File: src/rtl/div_seq.sv
// div_seq: iterative 32-step restoring radix-2 divider for DIV/DIVU in EX.
// Produces {remainder, quotient} for the HI/LO write path and stalls the
// pipeline until the result is ready. One division in flight at a time.
module div_seq (
  input  logic        clk,
  input  logic        rst,
  input  logic        start,
  input  logic        signed_div,
  input  logic [31:0] opdata1,
  input  logic [31:0] opdata2,
  input  logic        annul,
  output logic [63:0] result,
  output logic        result_valid,
  output logic        stallreq
);

  typedef enum logic [1:0] {
    S_IDLE    = 2'd0,
    S_DIVZERO = 2'd1,
    S_ON      = 2'd2,
    S_END     = 2'd3
  } state_t;

  state_t      state;
  logic [4:0]  counter;
  logic [31:0] rem;
  logic [31:0] quo;
  logic [31:0] divisor;
  logic        neg_quo;
  logic        neg_rem;

  logic [31:0] abs_dividend;
  logic [31:0] abs_divisor;
  logic [32:0] shifted;
  logic [32:0] diff;
  logic        fits;
  logic [31:0] rem_next;
  logic [31:0] quo_next;
  logic [31:0] quo_final;
  logic [31:0] rem_final;

  // Operand magnitudes for signed mode; the divide core is always unsigned.
  always_comb begin
    abs_dividend = opdata1;
    abs_divisor  = opdata2;
    if (signed_div && opdata1[31]) abs_dividend = 32'd0 - opdata1;
    if (signed_div && opdata2[31]) abs_divisor  = 32'd0 - opdata2;
  end

  // One restoring step: shift the next dividend bit into the partial
  // remainder, subtract the divisor if it fits, and record the quotient bit.
  // The quotient register doubles as the dividend shift register.
  always_comb begin
    shifted   = {rem, quo[31]};
    diff      = shifted - {1'b0, divisor};
    fits      = ~diff[32];
    rem_next  = fits ? diff[31:0] : shifted[31:0];
    quo_next  = {quo[30:0], fits};
    quo_final = neg_quo ? (32'd0 - quo_next) : quo_next;
    rem_final = neg_rem ? (32'd0 - rem_next) : rem_next;
  end

  // The stall is dropped in END so EX can consume the result, and annul or
  // reset always release the pipeline immediately.
  always_comb begin
    stallreq = start & ~annul & ~rst & (state != S_END);
  end

  // Control FSM plus datapath registers; result and result_valid are
  // registered and only change on state transitions into or out of END.
  always_ff @(posedge clk) begin
    if (rst) begin
      state        <= S_IDLE;
      counter      <= 5'd0;
      rem          <= 32'd0;
      quo          <= 32'd0;
      divisor      <= 32'd0;
      neg_quo      <= 1'b0;
      neg_rem      <= 1'b0;
      result       <= 64'd0;
      result_valid <= 1'b0;
    end else begin
      case (state)
        S_IDLE: begin
          result_valid <= 1'b0;
          if (start && !annul) begin
            divisor <= abs_divisor;
            quo     <= abs_dividend;
            rem     <= 32'd0;
            counter <= 5'd0;
            neg_quo <= signed_div & (opdata1[31] ^ opdata2[31]);
            neg_rem <= signed_div & opdata1[31];
            if (opdata2 == 32'd0) begin
              state <= S_DIVZERO;
            end else begin
              state <= S_ON;
            end
          end
        end

        S_ON: begin
          if (annul) begin
            state <= S_IDLE;
          end else begin
            rem     <= rem_next;
            quo     <= quo_next;
            counter <= counter + 5'd1;
            if (counter == 5'd31) begin
              result       <= {rem_final, quo_final};
              result_valid <= 1'b1;
              state        <= S_END;
            end
          end
        end

        S_DIVZERO: begin
          if (annul) begin
            state <= S_IDLE;
          end else begin
            result       <= 64'd0;
            result_valid <= 1'b1;
            state        <= S_END;
          end
        end

        S_END: begin
          if (annul || !start) begin
            result_valid <= 1'b0;
            state        <= S_IDLE;
          end
        end

        default: begin
          result_valid <= 1'b0;
          state        <= S_IDLE;
        end
      endcase
    end
  end

endmodule

File: config.mk
export PLATFORM = sky130hd
export DESIGN_NAME = div_seq
export DESIGN_NICKNAME = d
export VERILOG_FILES = /design/src/rtl/div_seq.sv
export SDC_FILE = /design/constraint.sdc
export NUM_CORES = 1
export LEC_CHECK = 0
export BUFFER_PORTS_ARGS = -buffer_cell sky130_fd_sc_hd__buf_4
export CAP_MARGIN = 20
export CORE_MARGIN = 2
export CORE_UTILIZATION = 58
export CTS_BUF_LIST = sky130_fd_sc_hd__clkbuf_8
export CTS_CLUSTER_SIZE = 16
export DETAILED_ROUTE_END_ITERATION = 12
export PLACE_DENSITY = 0.81
export SLEW_MARGIN = 10
export SYNTH_ARGS = -nofsm -noshare
export SYNTH_HDL_FRONTEND = slang
export SYNTH_SLANG_ARGS = --single-unit
File: constraint.sdc
create_clock -name clk -period 9.8 [get_ports clk]
set_clock_uncertainty 0.05 [all_clocks]
set_input_delay 1.47 -clock clk [delete_from_list [all_inputs] [get_ports clk]]
set_output_delay 1.47 -clock clk [all_outputs]
set_load 0.01 [all_outputs]
### Yosys cells after proc, flatten, opt, wreduce, memory -nomap -nowiden

Cells that the tools add are included.
Widths: inputs -> output; s select.

* output and inout port bits: 66
* flip-flop bits (word level): 170
* input bits: 69

* add/sub/neg operators: 6
* muxes and demuxes: 30
* reductions and logical operators: 15
* equality and inequality tests: 11
* bitwise logic cells: 9

Operators by type and width (count)
* $mux 32: 9
* $mux 64: 3
* $pmux 32 s2: 2
* $pmux 64 s2: 1
* $sub 1x32->32 const A: 4
* $sub 33x32->33: 1
* $logic_not 32->1: 1
* $mux 2: 6
* $ne 2x2->1 const B: 6
* $mux 5: 2
* $pmux 5 s2: 1
* $pmux 2 s4: 1
* $reduce_and 4->1: 2
* $reduce_and 3->1: 2
* $add 5x1->5 const B: 1
* $and 1x1->1: 5
* $eq 5x5->1 const B: 1
* $eq 2x2->1 const B: 2
* $mux 1: 4
* $pmux 1 s4: 1
* $reduce_bool 2->1: 2
* $logic_and 1x1->1: 3
* $ne 3x3->1 const B: 1
* $not 1->1: 3
* other kinds (6): 7

### Longest topological paths before layout

Gate-level depths: netlist of run 1.

* word-level depth: 7
* gate-level depth with buffers: 23

### Worst setup path after synthesis of run 1

OpenSTA, ideal clock, no wires.

* kind: register to register
* start: register quo[31]
* end: register result[48]
* required time: 9633 ps
* clock period less this slack: 4222 ps
* cell stages (with the launch flop): 21
* arrival: 4055 ps
* setup time: 117 ps
* path buffers: 3
* slack: 5578 ps
* path through: dfxtp_1 > inv_1 > ha_1 > inv_1 > fa_1 > a211oi_1 > o211ai_1 > nand4_1 > a21oi_4 > o21a_1 > buf_4 > nor2_4 > buf_4 > buf_4 > mux2i_1 > ha_1 > o21ai_1 > or3_1 > o21ai_1 > xor2_1 > a22o_1

* word-level cells in the longest chain between the ends: 7

Ends and longest elaborated chain
* from (decl): line 27 `logic [31:0] quo;`
* from (signal assigned): line 88 `quo <= abs_dividend;`
* from (signal assigned): line 106 `quo <= quo_next;`
* $sub 33x32->33: line 55 `diff = shifted - {1'b0, divisor};`
* $mux 32 *: line 57 `rem_next = fits ? diff[31:0] : shifted[31:0];`
* $sub 1x32->32: line 60 `rem_final = neg_rem ? (32'd0 - rem_next) : rem_next;`
* $mux 32 *: line 60
* $mux 64 *: line 108 `if (counter == 5'd31) begin`
* $mux 64 *: line 102 `if (annul) begin`
* $pmux 64 s2 *: line 83 `case (state)`
* to (signal assigned): line 109 `result <= {rem_final, quo_final};`
* to (decl): line 12 `output logic [63:0] result,`

Every way passes the cells marked *; elsewhere a longest branch is shown, timed or not. The select of a mux whose other input is x is not followed.
A chain may end at the register's enable or synchronous reset.

### Worst setup path after layout of run 1

* start: register quo[31]
* end: register result[44]

Same word-level chain as after synthesis.

==> impl_metrics.py, run 1 <==
metrics = {
    "global_route": {
        "grt_pass1_wl_mm": 50.5,
        "grt_pass1_vias": 9557,
        "grt_usage": 0.305,
        "grt_max_degree": 77,
        "antenna_found_initial": 0,
        "gr-total-overflow": 0,
    },
    "logic_synthesis": {
        "synth_nets": 1591,
        "syn_area_sq_um": 11300,
        "synth-async-reset-ratio": 0,
        "synth_edf_count": 0,
        "yosysWarnings": 0,
        "synth_seq_area_share": 0.301,
        "synth_area_leaders": "dfxtp_1 30%, nor2_1 5.8%, a21oi_1 5.7%",
        "netlist.top_cell.by_area": "dfxtp_1",
        "ys_types": 83,
        "ys.flop_type": "dfxtp_1",
        "ys_top_cells_by_count": "176 x nor2_1, 170 x dfxtp_1, 145 x nand2_1",
        "syn_area_per_cell_sq_um": 7.64,
        "syn_inst": 1478,
        "synth_seq_cells": 170,
        "synth_top_area_share": 0.301,
        "synth_most_common_cell": "nor2_1",
    },
    "worst_setup_path": {
        "path_depth": 19,
        "crit_path_max_fanout": 28,
        "worst_setup_path_end_kind": "flop",
        "setup.worst_path.start": "quo[31]",
        "reg2reg_depth": 19,
        "slowest_stage": "nor2_4",
        "crit_buf_inv": 4,
        "r2r_slack_ns": 4.36,
        "cp_cell_sequence": "inv_1 > ha_1 > inv_1 > fa_1 > a211oi_1 > o211ai_1 > nand4_1 > a21oi_4 > o21a_1 > nor2_4 > inv_2 > o21ai_0 > inv_1 > ha_1 > o21ai_1 > o21ai_0 > xnor2_1 > or3_1 > a21oi_1",
        "crit_family": "compound AO/OA/AOI/OAI gates",
        "worstSetupPathType": "reg2reg",
        "cp-start-kind": "flop",
        "arrival_ns": 5.78,
        "crit_top_cell": "inv_1",
        "r2r-end": "result[44]",
        "crit_path_end": "result[44]",
        "slowest_delay_ns": 0.86,
        "required_ns": 10.14,
        "timing.rr.start": "quo[31]",
    },
    "clocking": {
        "cts_root_buf": "clkbuf_8",
        "ctsResizeCount": 0,
        "cts_made_buffers": 17,
        "clk_pin_slew_ns": 0.10,
        "cts_num_sinks": 170,
        "cts_tree": "yes",
        "cts_max_level": 4,
        "clock_latency_ns": 0.47,
        "post_cts_buffers": 0,
        "cts.hold.buffers_added": 0,
        "clk_path_buf_depth": 2,
    },
    "detailed_routing": {
        "wl_per_cell_microns": 17.4,
        "drt_first_pass_iters": 5,
        "avgViaCountPerCell": 6.09,
        "drc_errors": 0,
        "wirelength_mm": 31.8,
        "ant_nets": 0,
        "vias": 11100,
        "drtIter0Drc": 1396,
    },
    "timing": {
        "final_max_slew_viol_count": 0,
        "finalWorstSetupSlack_ns": 4.36,
        "min_period_ns": 5.44,
        "fmax_mhz": 184,
        "rsz0062_at_grt": "false",
        "final-hold-violation-count": 0,
        "finalCritPeriodShare": 0.555,
        "whs_ns": 0.398,
        "relSlewSlack": 0.340,
        "timing.setup.tns_ns": 0,
        "setup_viol": 0,
        "worst_slew_pin_slew_ns": 0.987,
    },
    "hold_path": {
        "min_path_type": "reg2reg",
        "min_from": "result[63]",
    },
    "pwr": {
        "power.total_w": 0.00268,
        "p_per_area_nw_per_um2": 210,
        "p_switching_w": 0.00123,
        "ir_drop_uv": 135,
        "switching_share": 0.458,
        "pwr-share-seq": 0.308,
        "internal_power_w": 0.00145,
        "clkPwrFrac": 0.195,
        "leakage_nw": 4.95,
        "combPwrFrac": 0.496,
    },
    "layout": {
        "drive_above_1_share": 0.136,
        "num-fill-cells": 1726,
        "multi_input_area_sq_um": 7330,
        "seqCellArea_sq_um": 3400,
        "area_growth_pct": 13.1,
        "diodes": 0,
        "post-route-util": 0.663,
        "fin_nets": 1664,
    },
    "place": {
        "dp_hpwl_mm": 24.2,
        "place_congestion": 0.959,
        "place_ws_ns": 4.48,
        "port_buffers": 134,
    },
    "die": {
        "dieArea_sq_um": 20600,
        "rows": 51,
        "dieWidth_microns": 144,
        "coreArea_sq_um": 19300,
        "start_util": 0.586,
        "pin_count": 135,
        "die_h_microns": 144,
    },
    "run_status": {
        "status": "finished, final reports clean",
    },
    "run": {
        "drv_cap": 0,
    },
}
logic make-up after synthesis:
group	synth area share
and+or+nand+nor	0.211
buffers and inverters	0.0513
adders and majority gates	0.0494
muxes	0.0254
AOI/OAI and AO/OA	0.257
xor gates and xnor gates	0.105
DFF	0.301
routing by layer:
| metal | up-vias | global-route usage | routed length [microns] |
|---|---|---|---|
| li1 | 5475 | - | - |
| met1 | 5175 | 0.488 | 15600 |
| met2 | 466 | 0.417 | 12800 |
| met3 | 31 | 0.0650 | 2900 |
| met4 | 0 | 0.0568 | 409 |
| met5 | - | 0 | 0 |
flip-flops by register name, summed over array words and instances, names as in the netlist:
register,cells
result,64
divisor,32
quo,32
rem,32
counter,5
state,2
neg_quo,1
neg_rem,1
result_valid,1
placed cells by master, fill, tap and decap left out, types with 24 or more instances in the layout:
| master | instances |
|---|---|
| or3_1 | 35 |
| nand2_1 | 145 |
| dfxtp_1 | 170 |
| buf_4 | 145 |
| nor2_1 | 173 |
| xor2_1 | 63 |
| mux2i_1 | 26 |
| o21ai_1 | 24 |
| inv_1 | 53 |
| xnor2_1 | 72 |
| o21ai_0 | 75 |
| a22oi_1 | 57 |
| a31oi_1 | 36 |
| a21oi_1 | 129 |
| ha_1 | 43 |
| a211oi_1 | 35 |
worst min-delay path, cell delays in order, from the launching register on:
cell,delay (ns)
dfxtp_1,0.32
nand2_1,0.05
o21ai_1,0.05
how the worst min path moves through the flow:
| stage | to | slack (ns) | cells after the start |
|---|---|---|---|
| floorplan | divisor[15] | 0.38 | 2 |
| global placement | result[45] | 0.39 | 2 |
| detailed placement | result[63] | 0.39 | 2 |
| CTS | result[63] | 0.40 | 2 |
| global route | result[39] | 0.43 | 2 |
| finish | result[63] | 0.40 | 2 |
layout make-up:
type,count,area share
multi-input cells,1162,0.573
clock inverters,15,0.0138
inverters,54,0.0159
repair buffers,146,0.0864
clock buffers,17,0.0183
flip-flops and latches,170,0.266
well taps,265,0.0259
power by group through the flow:
| stage | sequential, W | combinational (W) | clock [W] |
|---|---|---|---|
| 5_1_grt | 0.000834 | 0.00146 | 0.000558 |
| 3_3_place_gp | 0.000833 | 0.00128 | 0 |
| 4_1_cts | 0.000822 | 0.00130 | 0.000531 |
| 6_report | 0.000825 | 0.00133 | 0.000524 |
| 2_1_floorplan | 0.000817 | 0.000990 | 0 |
| 3_5_place_dp | 0.000838 | 0.00130 | 0 |
metrics by stage:
stage	instance area, sq um	instances
after floorplan	11300	1478
final	12800	1829
after detailed placement	12400	1796
after global placement	12400	1796
after global routing	12800	1829
after CTS	12800	1828
Note: power is estimated with default switching activity, not from simulation.
==> run 2, diff against run 1 <==
CORE_UTILIZATION = 55   (was 58)
clock period = 4.4 ns   (was 9.8 ns; I/O delays follow)
==> run 2 against run 1 <==
Against the previous run: final cell count rose by 0.82%; sequential share of layout area is 0.16 points lower; first-iteration DRC count fell by 11%; final area increased by 0.62%; worst setup slack got worse by 4.0 ns; fmax rose by 34%; largest cell class unchanged; highest routed layer unchanged.
==> impl_metrics.py, run 2 (synthesis gave the netlist of run 1 again) <==
metrics = {
    "layout": {
        "fin_nets": 1674,
        "layout_common_cells": "173 x nor2_1, 170 x dfxtp_1, 155 x buf_4",
        "top_register": "result",
        "drive_above_1_share": 0.144,
        "seqCellArea_sq_um": 3400,
        "num-fill-cells": 1849,
        "largest_reg_flops": 64,
        "area_growth_pct": 13.8,
        "final_common_cell": "nor2_1",
        "diodes": 0,
        "multi_input_area_sq_um": 7350,
    },
    "worst_setup_path": {
        "setup.worst_path.start": "quo[31]",
        "timing.rr.start": "quo[31]",
        "crit_path_max_fanout": 6,
        "required_ns": 4.69,
        "arrival_ns": 4.36,
        "r2r_slack_ns": 0.33,
        "cp-start-kind": "flop",
        "worstSetupPathType": "reg2reg",
        "crit_path_end": "result[63]",
        "worst_setup_path_end_kind": "flop",
        "reg2reg_depth": 16,
        "r2r-end": "result[63]",
    },
    "timing": {
        "rsz0062_at_grt": "false",
        "finalWorstSetupSlack_ns": 0.331,
        "worst_slew_pin_slew_ns": 1.04,
        "min_period_ns": 4.07,
        "relSlewSlack": 0.310,
        "final_max_slew_viol_count": 0,
        "final-hold-violation-count": 0,
        "timing.setup.tns_ns": 0,
        "finalCritPeriodShare": 0.925,
        "fmax_mhz": 246,
        "setup_viol": 0,
    },
    "detailed_routing": {
        "wl_per_cell_microns": 17.3,
        "wl_met1_mm": 15.4,
        "avgViaCountPerCell": 6.09,
        "drtIter0Drc": 1244,
        "met3_length_mm": 3.21,
        "topRoutingLayerUsed": "met4",
        "wirelength_mm": 31.9,
        "vias": 11200,
        "ant_nets": 0,
        "drt_first_pass_iters": 6,
        "drc_errors": 0,
        "met2_length_mm": 12.9,
    },
    "hold_path": {
        "min_path_type": "reg2reg",
    },
    "die": {
        "dieWidth_microns": 147,
        "dieArea_sq_um": 21700,
        "start_util": 0.560,
        "die_h_microns": 147,
        "pin_count": 135,
        "rows": 52,
        "coreArea_sq_um": 20200,
    },
    "pwr": {
        "power.total_w": 0.00602,
        "ir_drop_uv": 322,
        "leakage_nw": 4.99,
        "p_per_area_nw_per_um2": 468,
    },
    "clocking": {
        "clk_path_buf_depth": 2,
        "cts_root_buf": "clkbuf_8",
        "clock_latency_ns": 0.47,
        "cts_made_buffers": 17,
        "cts_num_sinks": 170,
        "cts_max_level": 4,
        "clk_pin_slew_ns": 0.10,
        "cts.hold.buffers_added": 0,
        "cts_tree": "yes",
    },
    "run": {
        "drv_cap": 0,
    },
    "place": {
        "place_ws_ns": 0.201,
        "port_buffers": 134,
        "place_congestion": 0.965,
        "dp_hpwl_mm": 24.3,
    },
    "run_status": {
        "status": "finished, final reports clean",
    },
    "global_route": {
        "grt_pass1_vias": 9824,
        "gr-total-overflow": 0,
        "grt_max_degree": 65,
        "grt_pass1_wl_mm": 51.3,
        "antenna_found_initial": 0,
        "grt_usage": 0.290,
    },
}
[run 2: cell count changes in the layout (fill, tap and decap cells not counted), moves of 2 or more]
cell and delta:
inv_8 -4, a211oi_2 +2, a211oi_1 -2, buf_4 +10
[run 2: worst max-delay path: stages, from the launching register on]
cell      delay [ns]
dfxtp_1         0.35
inv_1           0.08
ha_1            0.17
inv_1           0.06
fa_1            0.44
a211oi_2        0.24
o21ai_1         0.17
a31o_1          0.22
or3_1           0.33
a221oi_1        0.39
nor4b_1         0.29
o22ai_1         0.26
nor4_4          0.33
buf_4           0.19
a41oi_1         0.14
xnor2_1         0.17
o21ai_1         0.07
[run 2: layout make-up]
type,instances,share of cell area
timing repair buffer,156,0.0914
inverter,54,0.0158
multi-input combinational,1162,0.572
clock buffer,18,0.0193
tap,270,0.0263
sequential,170,0.265
clock inverter,14,0.0109
[run 2: timing repair]
action / 4_1_cts / 5_1_grt
buffers inserted: 0 / 5
setup endpoints to repair: 0 / 16
resized for setup: 0 / 6
[run 2: worst min path at each step]
stage,from,cells past startpoint,slack [ns],to
6_report,result[61],2,0.40,result[61]
5_1_grt,opdata2[1],3,0.42,divisor[1]
4_1_cts,opdata2[1],3,0.40,divisor[1]
3_5_place_dp,result[61],2,0.39,result[61]
3_3_place_gp,result[46],2,0.39,result[46]
2_1_floorplan,divisor[15],2,0.38,divisor[15]
[run 2: metal layers]
layer  track usage  up-vias
met2         0.399      538
met4        0.0625        0
met3        0.0481       32
met1         0.466     5179
met5             0        -
li1              -     5488
[run 2: power by group]
part	leakage (nW)	internal [W]	switching (W)	total (W)
sequential	1.38	0.00168	0.000158	0.00184
combinational	3.41	0.00114	0.00191	0.00305
clock	0.200	0.000477	0.000651	0.00113
[run 2: through the flow]
| step | area (sq um) | utilization | hold slack [ns] | instances |
|---|---|---|---|---|
| 2_1_floorplan | 11300 | - | 0.382 | 1478 |
| 3_5_place_dp | 12400 | 0.615 | 0.391 | 1807 |
| 4_1_cts | 12800 | 0.634 | 0.402 | 1839 |
| 6_report | 12900 | 0.637 | 0.400 | 1844 |
| 5_1_grt | 12900 | 0.637 | 0.419 | 1844 |
| 3_3_place_gp | 12400 | 0.615 | 0.389 | 1807 |
==> run 3, diff against run 2 <==
==> constraint.sdc (replaced) <==
create_clock -name clk -period 4.4 [get_ports clk]
set_clock_uncertainty 0.05 [all_clocks]
set_input_delay 0.88 -clock clk [delete_from_list [all_inputs] [get_ports clk]]
set_output_delay 0.88 -clock clk [all_outputs]
set_load 0.01 [all_outputs]
==> run 3 against run 2 <==
Against the previous run: fmax rose by 1.0%; worst hold slack got worse by 0.00072 ns; sequential share of layout area barely moved; largest power group unchanged; sequential power barely moved; critical endpoint is now result[27]; via count barely moved; largest cell class unchanged; wire length rose by 1.0%; global-route usage barely moved; final area barely moved; die area did not move; highest routed layer unchanged.
==> impl_metrics.py, run 3 (synthesis gave the netlist of run 1 again) <==
metrics = {
    "layout": {
        "diodes": 0,
        "top_register": "result",
        "num-fill-cells": 1834,
        "area_growth_pct": 13.9,
        "drive_above_1_share": 0.141,
        "largest_reg_flops": 64,
        "layout_common_cells": "173 x nor2_1, 170 x dfxtp_1, 154 x buf_4",
        "fin_nets": 1672,
        "final_common_cell": "nor2_1",
    },
    "die": {
        "pin_count": 135,
        "die_h_microns": 147,
        "rows": 52,
        "coreArea_sq_um": 20200,
        "dieArea_sq_um": 21700,
        "dieWidth_microns": 147,
        "start_util": 0.560,
    },
    "detailed_routing": {
        "drt_first_pass_iters": 7,
        "avgViaCountPerCell": 6.10,
        "drc_errors": 0,
        "vias": 11200,
        "wirelength_mm": 32.3,
        "wl_per_cell_microns": 17.5,
        "ant_nets": 0,
        "drtIter0Drc": 1182,
    },
    "clocking": {
        "clock_latency_ns": 0.48,
        "cts_root_buf": "clkbuf_8",
        "cts_num_sinks": 170,
        "post_cts_buffers": 0,
        "clk_path_buf_depth": 2,
        "cts_tree": "yes",
        "cts_max_level": 4,
        "clk_pin_slew_ns": 0.10,
        "cts.hold.buffers_added": 0,
        "cts_made_buffers": 17,
    },
    "place": {
        "place_congestion": 1.01,
        "place_ws_ns": 0.416,
        "dp_hpwl_mm": 24.7,
        "port_buffers": 134,
    },
    "worst_setup_path": {
        "r2r_slack_ns": 0.37,
        "crit_path_max_fanout": 14,
        "arrival_ns": 4.31,
        "timing.rr.start": "quo[31]",
        "cp-start-kind": "flop",
        "worst_setup_path_end_kind": "flop",
        "required_ns": 4.68,
        "worstSetupPathType": "reg2reg",
        "setup.worst_path.start": "quo[31]",
    },
    "run": {
        "drv_cap": 0,
    },
    "timing": {
        "relSlewSlack": 0.339,
        "finalWorstSetupSlack_ns": 0.373,
        "finalCritPeriodShare": 0.915,
        "min_period_ns": 4.03,
        "final-hold-violation-count": 0,
        "timing.setup.tns_ns": 0,
        "fmax_mhz": 248,
        "final_max_slew_viol_count": 0,
        "rsz0062_at_grt": "false",
        "worst_slew_pin_slew_ns": 0.992,
        "setup_viol": 0,
    },
    "global_route": {
        "grt_pass1_vias": 9895,
        "grt_max_degree": 72,
        "antenna_found_initial": 0,
        "gr-total-overflow": 0,
        "grt_usage": 0.290,
        "grt_pass1_wl_mm": 51.2,
    },
    "pwr": {
        "leakage_nw": 5.00,
        "p_per_area_nw_per_um2": 471,
        "ir_drop_uv": 248,
    },
    "run_status": {
        "status": "finished, final reports clean",
    },
    "hold_path": {
        "min_path_type": "reg2reg",
        "min_from": "result[63]",
    },
}
run 3: repair_timing:
action                                 CTS  global route
gates resized for setup                  0             1
endpoints found under the hold margin    0             0
setup endpoints to repair                0             3
run 3: final cells by class:
cell class              count  area (sq um)  share of cell area
well taps                 270           338              0.0263
repair buffers            154          1160              0.0899
clock buffers              18           248              0.0193
clock inverters            14           186              0.0145
flip-flops and latches    170          3400               0.265
inverters                  54           203              0.0158
multi-input cells        1162          7330               0.570
run 3: report_power, final:
| part | leakage, nW | switching [W] | internal [W] |
|---|---|---|---|
| clock | 0.221 | 0.000638 | 0.000591 |
| combinational | 3.40 | 0.00190 | 0.00109 |
| sequential | 1.38 | 0.000157 | 0.00168 |
| total | 5.00 | 0.00269 | 0.00336 |
run 3: worst paths after layout:
path | endpoint | cells past startpoint
worst min register to register | result[63] | 2
worst max register to register | result[27] | 16
worst min-delay path | result[63] | 2
worst max-delay path | result[27] | 16
run 3: metal layers:
| metal | global-route usage | share of wire | vias up |
|---|---|---|---|
| met5 | 0 | 0 | - |
| met4 | 0.0563 | 0.010 | 0 |
| met3 | 0.0609 | 0.10 | 26 |
| met2 | 0.410 | 0.41 | 554 |
| met1 | 0.451 | 0.48 | 5171 |
| li1 | - | - | 5484 |
run 3: worst max-delay path, stage by stage, from the launching register on:
cell and delay [ns]:
dfxtp_1 0.34, inv_1 0.08, ha_1 0.17, inv_1 0.06
fa_1 0.42, a211oi_1 0.29, o211ai_1 0.18, nand4_1 0.18
a21oi_4 0.10, nor3_2 0.28, buf_4 0.28, o211ai_2 0.14
nand2b_4 0.19, or3_1 0.45, o31ai_1 0.35, xor2_1 0.23
o21ai_0 0.10
run 3: metrics by stage:
step	util	power, W	hold slack, ns	cell area (sq um)	instances
after floorplan	-	0.00403	0.382	11300	1478
after global placement	0.616	0.00473	0.389	12400	1810
after detailed placement	0.616	0.00478	0.389	12400	1810
after CTS	0.638	0.00600	0.403	12900	1842
after global routing	0.638	0.00643	0.422	12900	1842
final	0.638	0.00605	0.399	12900	1842
